===== config.mk =====
export PLATFORM = sky130hd
export DESIGN_NAME = shift_arbiter
export DESIGN_NICKNAME = d
export VERILOG_FILES = /design/src/rtl/shift_arbiter.sv
export SDC_FILE = /design/constraint.sdc
export NUM_CORES = 1
export LEC_CHECK = 0
export ABC_AREA = 1
export CAP_MARGIN = 20
export CELL_PAD_IN_SITES_DETAIL_PLACEMENT = 1
export CELL_PAD_IN_SITES_GLOBAL_PLACEMENT = 1
export CORE_MARGIN = 5
export CORE_UTILIZATION = 28
export DETAILED_ROUTE_END_ITERATION = 6
export PLACE_DENSITY_LB_ADDON = 0.1
export RECOVER_POWER = 50
export SLEW_MARGIN = 20
export SYNTH_ARGS = -nofsm -noshare
export SYNTH_HDL_FRONTEND = slang
export SYNTH_SLANG_ARGS = --single-unit

===== constraint.sdc =====
create_clock -name clk_i -period 2.91 [get_ports clk_i]
set_clock_uncertainty 0.15 [all_clocks]
set_input_delay 0.873 -clock clk_i [delete_from_list [all_inputs] [get_ports clk_i]]
set_output_delay 0.873 -clock clk_i [all_outputs]
set_load 0.01 [all_outputs]

===== src/rtl/shift_arbiter.sv =====
// Shared iterative shift engine for NUM_REQ requesters.
// A round-robin arbiter picks one request at a time. The operand is then
// shifted one bit per cycle. The result is returned on a single response
// channel, tagged with the index of the requester that owns it.
module shift_arbiter #(
  parameter  int DATA_W  = 8,
  parameter  int NUM_REQ = 2,
  localparam int SHAMT_W = $clog2(DATA_W),
  localparam int ID_W    = $clog2(NUM_REQ)
) (
  input  logic                       clk_i,
  input  logic                       arst_i,
  input  logic [NUM_REQ-1:0]         req_valid_i,
  output logic [NUM_REQ-1:0]         req_ready_o,
  input  logic [NUM_REQ*DATA_W-1:0]  req_data_i,
  input  logic [NUM_REQ*SHAMT_W-1:0] req_shamt_i,
  input  logic [NUM_REQ*2-1:0]       req_op_i,
  output logic                       rsp_valid_o,
  input  logic                       rsp_ready_i,
  output logic [DATA_W-1:0]          rsp_data_o,
  output logic [ID_W-1:0]            rsp_id_o,
  output logic                       busy_o
);

  typedef enum logic [1:0] {IDLE, BUSY, DONE} state_t;

  localparam logic [1:0] OP_SLL = 2'b00;
  localparam logic [1:0] OP_SRL = 2'b01;
  localparam logic [1:0] OP_SRA = 2'b10;

  state_t               state_q, state_d;
  logic [DATA_W-1:0]    acc_q;
  logic [SHAMT_W-1:0]   cnt_q;
  logic [1:0]           op_q;
  logic [ID_W-1:0]      id_q;
  logic [ID_W-1:0]      rr_q;

  logic                 any_valid;
  logic [ID_W-1:0]      grant_id;
  logic [ID_W-1:0]      rr_next;
  logic [DATA_W-1:0]    step;

  // Per-requester views of the flattened request buses.
  logic [DATA_W-1:0]    data_arr  [NUM_REQ];
  logic [SHAMT_W-1:0]   shamt_arr [NUM_REQ];
  logic [1:0]           op_arr    [NUM_REQ];

  for (genvar gi = 0; gi < NUM_REQ; gi++) begin : g_unpack
    assign data_arr[gi]  = req_data_i[gi*DATA_W +: DATA_W];
    assign shamt_arr[gi] = req_shamt_i[gi*SHAMT_W +: SHAMT_W];
    assign op_arr[gi]    = req_op_i[gi*2 +: 2];
  end

  // Round-robin search: the first valid requester at or above rr_q, wrapping.
  // The loop runs downward so that the closest candidate is written last and wins.
  always_comb begin : p_grant
    logic [ID_W:0] sum;
    any_valid = 1'b0;
    grant_id  = '0;
    sum       = '0;
    for (int k = NUM_REQ - 1; k >= 0; k--) begin
      sum = {1'b0, rr_q} + (ID_W+1)'(k);
      if (sum >= (ID_W+1)'(NUM_REQ)) begin
        sum = sum - (ID_W+1)'(NUM_REQ);
      end
      if (req_valid_i[sum[ID_W-1:0]]) begin
        any_valid = 1'b1;
        grant_id  = sum[ID_W-1:0];
      end
    end
  end

  // Pointer after a grant: the requester just above the winner, wrapping.
  always_comb begin
    rr_next = grant_id + 1'b1;
    if (grant_id == ID_W'(NUM_REQ - 1)) begin
      rr_next = '0;
    end
  end

  // One-bit step of the latched operation.
  always_comb begin
    case (op_q)
      OP_SLL:  step = {acc_q[DATA_W-2:0], 1'b0};
      OP_SRL:  step = {1'b0, acc_q[DATA_W-1:1]};
      OP_SRA:  step = {acc_q[DATA_W-1], acc_q[DATA_W-1:1]};
      default: step = {acc_q[DATA_W-2:0], acc_q[DATA_W-1]};
    endcase
  end

  // State register.
  always_ff @(posedge clk_i or posedge arst_i) begin
    if (arst_i) begin
      state_q <= IDLE;
    end else begin
      state_q <= state_d;
    end
  end

  // Next-state logic. A zero shift amount goes straight to DONE.
  always_comb begin
    state_d = state_q;
    case (state_q)
      IDLE: begin
        if (any_valid) begin
          state_d = (shamt_arr[grant_id] == '0) ? DONE : BUSY;
        end
      end
      BUSY: begin
        if (cnt_q == SHAMT_W'(1)) begin
          state_d = DONE;
        end
      end
      DONE: begin
        if (rsp_ready_i) begin
          state_d = IDLE;
        end
      end
      default: state_d = IDLE;
    endcase
  end

  // Datapath: capture the granted request, then step it once per BUSY cycle.
  always_ff @(posedge clk_i or posedge arst_i) begin
    if (arst_i) begin
      acc_q <= '0;
      cnt_q <= '0;
      op_q  <= '0;
      id_q  <= '0;
      rr_q  <= '0;
    end else begin
      case (state_q)
        IDLE: begin
          if (any_valid) begin
            acc_q <= data_arr[grant_id];
            cnt_q <= shamt_arr[grant_id];
            op_q  <= op_arr[grant_id];
            id_q  <= grant_id;
            rr_q  <= rr_next;
          end
        end
        BUSY: begin
          acc_q <= step;
          cnt_q <= cnt_q - 1'b1;
        end
        default: ;
      endcase
    end
  end

  // Outputs: ready only in IDLE for the winner; response fields are zero
  // unless a result is being presented, so reset clears them at once.
  always_comb begin
    req_ready_o = '0;
    if (state_q == IDLE && any_valid && !arst_i) begin
      req_ready_o[grant_id] = 1'b1;
    end
    rsp_valid_o = (state_q == DONE);
    rsp_data_o  = (state_q == DONE) ? acc_q : '0;
    rsp_id_o    = (state_q == DONE) ? id_q : '0;
    busy_o      = (state_q != IDLE);
  end

endmodule


==> run metrics <==
drt drc=0; crit path time final=~2800 ps; Adder-Cell Fraction of Synth Area=0.0181; EDFF count, synth=0; Critical Path RT=1890 ps; Synth area leader=dfrtp_1; crit-path most repeated cell=dlygate4sd2_1; Layout Cells excl Fill=roughly 320; Worst Setup EP=req_ready_o[1]; register clock-pin slew on the reported worst setup and hold paths=~70 ps; Worst VDD drop=0.306 mV; CTS root buf=clkbuf_8; R2R Setup Slk=about 1200 ps; clk_lat worst skew=260 ps; overall routed net length=4000 um; Die Ht=80.2 um; worst-margin pin slew=1010 ps; Hold Path Depth=2; placed wire-length estimate=3210 um; Hold Path Class=register to register; Mapped Area=about 0.0014 mm2; Syn Nets=about 240; R2R depth=7; P per Cell Area=941 mW/mm2; crit end category=primary output; RePlAce Congestion=0.738; Top Layer Used=met4; met2 wire length=1830 um; Buffers on Ports=43; Leak=around 1.0 nW; GRT Total Usage=0.138; wire length per cell=approximately 12 um; RR Endpoint=acc_q[5]$_DFFE_PP0P_; number of setup buffers added after CTS=0; Synth Area in Compound Gates=0.0978; Placed Area=0.00191 mm2; # setup viols final=0; cells taking the most area after synthesis=dfrtp_1 (31%), nand2_1 (16%), inv_1 (10%); post-synthesis mux area share=0; critical path cell sequence=dlygate4sd2_1 -> clkbuf_1 -> nand2_4 -> nor3_1 -> dlygate4sd2_1; Slew Limit Headroom=0.325; register bit total from synthesis=17; Synth top area share=0.308; Core ar.=0.00475 mm2; RSZ-0062 raised after global routing=no; xor/xnor cell area share of the yosys netlist=0.00634; Max FO, Critical Path=4; Post-Route M1 WL=slightly below 2000 um; Critical Path Start=req_valid_i[1]; post-synthesis cell type count=28; Slowest-stage cell, CP=dlygate4sd2_1; Mean Syn Cell Area=6.84 um2; fin crit share=0.971; Pins Over Slew Limit=0; Design Area, Final=0.00194 mm2; Simple-Gate Fraction of Synth Area=0.409; antenna violations before repair=0; status=completed; CTS tree=done; Sink Count=17; first-pass GRT wire length=around 7000 um; # nets final=between 200 and 300; met3 wire length=about 140 um; DR vias=around 1400; Max stage delay on crit path=~290 ps; largest net degree at the start of global routing=18; CTS Buffer Depth=2; Routed Antenna Nets=0; total power=between 0.0015 and 0.002 W; vias in the first global route=approximately 1500; CP Class=input pin to primary output; Cell Rows=25; max cap viols=0; Starting DRT DRC Count=48; number of inserted diodes=0; P&R area growth vs syn=40.3%; GRT Residual Overflow=0; vias per cell=4.35; ys flop type=dfrtp_1; ys async rst share=1.00; CTS buffer count=3; Gate Count Post-Synth=around 200; RR Startpoint=rr_q$_DFFE_PP0N_; Die X=80.2 um; placed cell count=approximately 320; CP Launch Type=input pin; share of layout cells above drive strength 1=0.154; Critical Path AT=roughly 1800 ps; sequential share of the synthesized area=0.308; drt pass-1 iters=4; initial core utilization=0.291; CTS H-tree lvls=1; yosys warns=0; largest family of logic cells by synthesized area=simple AND/OR/NAND/NOR gates; I/O Pins=44; full die area=~0.0064 mm2; FMAX=about 350 MHz; Fin. Hold Viols=0
synthesized netlist by cell type (2+ instances only):
master and number:
o211ai_1 5, nand3_1 26, o21ai_2 7, dfrtp_1 17
nand2_2 3, buf_6 2, nand3_2 5, o21ai_0 4
ha_1 2, nand2_4 4, inv_1 37, nand2_1 58
nor2_4 2, nor2_1 13, inv_2 4
what timing repair did:
action	in CTS	in global routing
hold buffers	0	0
setup endpoints to repair	2	11
gates resized for setup	6	3
final cells by class:
class | instances | area [um2]
fillers | 633 | 2820
multi-input cells | 138 | 736
repair buffers | 53 | 488
flip-flops and latches | 17 | 425
inverters | 42 | 160
well taps | 67 | 83.8
clock buffers | 4 | 45.0
cells in the final DEF (no fill, tap or decap):
master / instances
o211ai_1: 5
o21ai_2: 7
inv_4: 1
a21oi_1: 1
xor2_1: 1
nand2_4: 4
nor2_2: 1
clkbuf_8: 3
nand3b_1: 1
o21ai_1: 1
nand4_1: 1
clkbuf_2: 1
inv_2: 3
nor2_4: 2
nor3_1: 1
nor2_1: 13
nand3_1: 26
nand2_2: 4
clkdlybuf4s15_2: 1
ha_1: 2
and2_1: 1
a31oi_1: 1
buf_4: 7
o21ai_0: 4
nand3_2: 5
clkbuf_1: 4
clkdlybuf4s50_1: 39
dfrtp_1: 17
nand2_1: 57
inv_1: 38
dlygate4sd2_1: 2
stage by stage:
step | setup WS, ps | hold slack [ps] | TNS, ps | utilization
floorplan | 405 | 303 | 0 | -
detailed placement | -556 | 329 | -1020 | 0.401
global placement | -488 | 331 | -927 | 0.401
finish | 85.5 | 343 | 0 | 0.408
global route | 12.9 | 390 | 0 | 0.408
CTS | 17.2 | 346 | 0 | 0.410
logic make-up after synthesis:
group                      Yosys count
and+or+nand+nor                    116
buffers and inverters               47
AOI/OAI and AO/OA                   19
DFF                                 17
adders and majority gates            2
xor gates and xnor gates             1
critical path, delay by kind of cell:
family,cells,cell delay [ps]
buf+inv,3,710
simple gates,2,210
sequential cells by signal, summed over array words and instances, names as in the netlist:
register,cells
state_q,2
acc_q,8
rr_q,1
cnt_q,3
id_q,1
op_q,2
how the worst min path moves through the flow:
| stage | start | to | slack (ps) |
|---|---|---|---|
| 2_1_floorplan | id_q$_DFFE_PP0N_ | id_q$_DFFE_PP0N_ | 300 |
| 3_3_place_gp | id_q$_DFFE_PP0N_ | id_q$_DFFE_PP0N_ | 330 |
| 3_5_place_dp | id_q$_DFFE_PP0N_ | id_q$_DFFE_PP0N_ | 330 |
| 4_1_cts | id_q$_DFFE_PP0N_ | id_q$_DFFE_PP0N_ | 350 |
| 5_1_grt | id_q$_DFFE_PP0N_ | id_q$_DFFE_PP0N_ | 390 |
| 6_report | id_q$_DFFE_PP0N_ | id_q$_DFFE_PP0N_ | 340 |
where the power goes:
part | internal, W | switching (W)
combinational | 0.000472 | 0.000723
clock | 0.0000973 | 0.0000859
sequential | 0.000361 | 0.0000835
metal layers:
layer | track usage | vias to the layer above
met4 | 0.0405 | 0
li1 | - | 730
met5 | 0 | -
met2 | 0.230 | 25
met3 | 0.0202 | 5
met1 | 0.183 | 636
(Power assumes the default switching activity.)
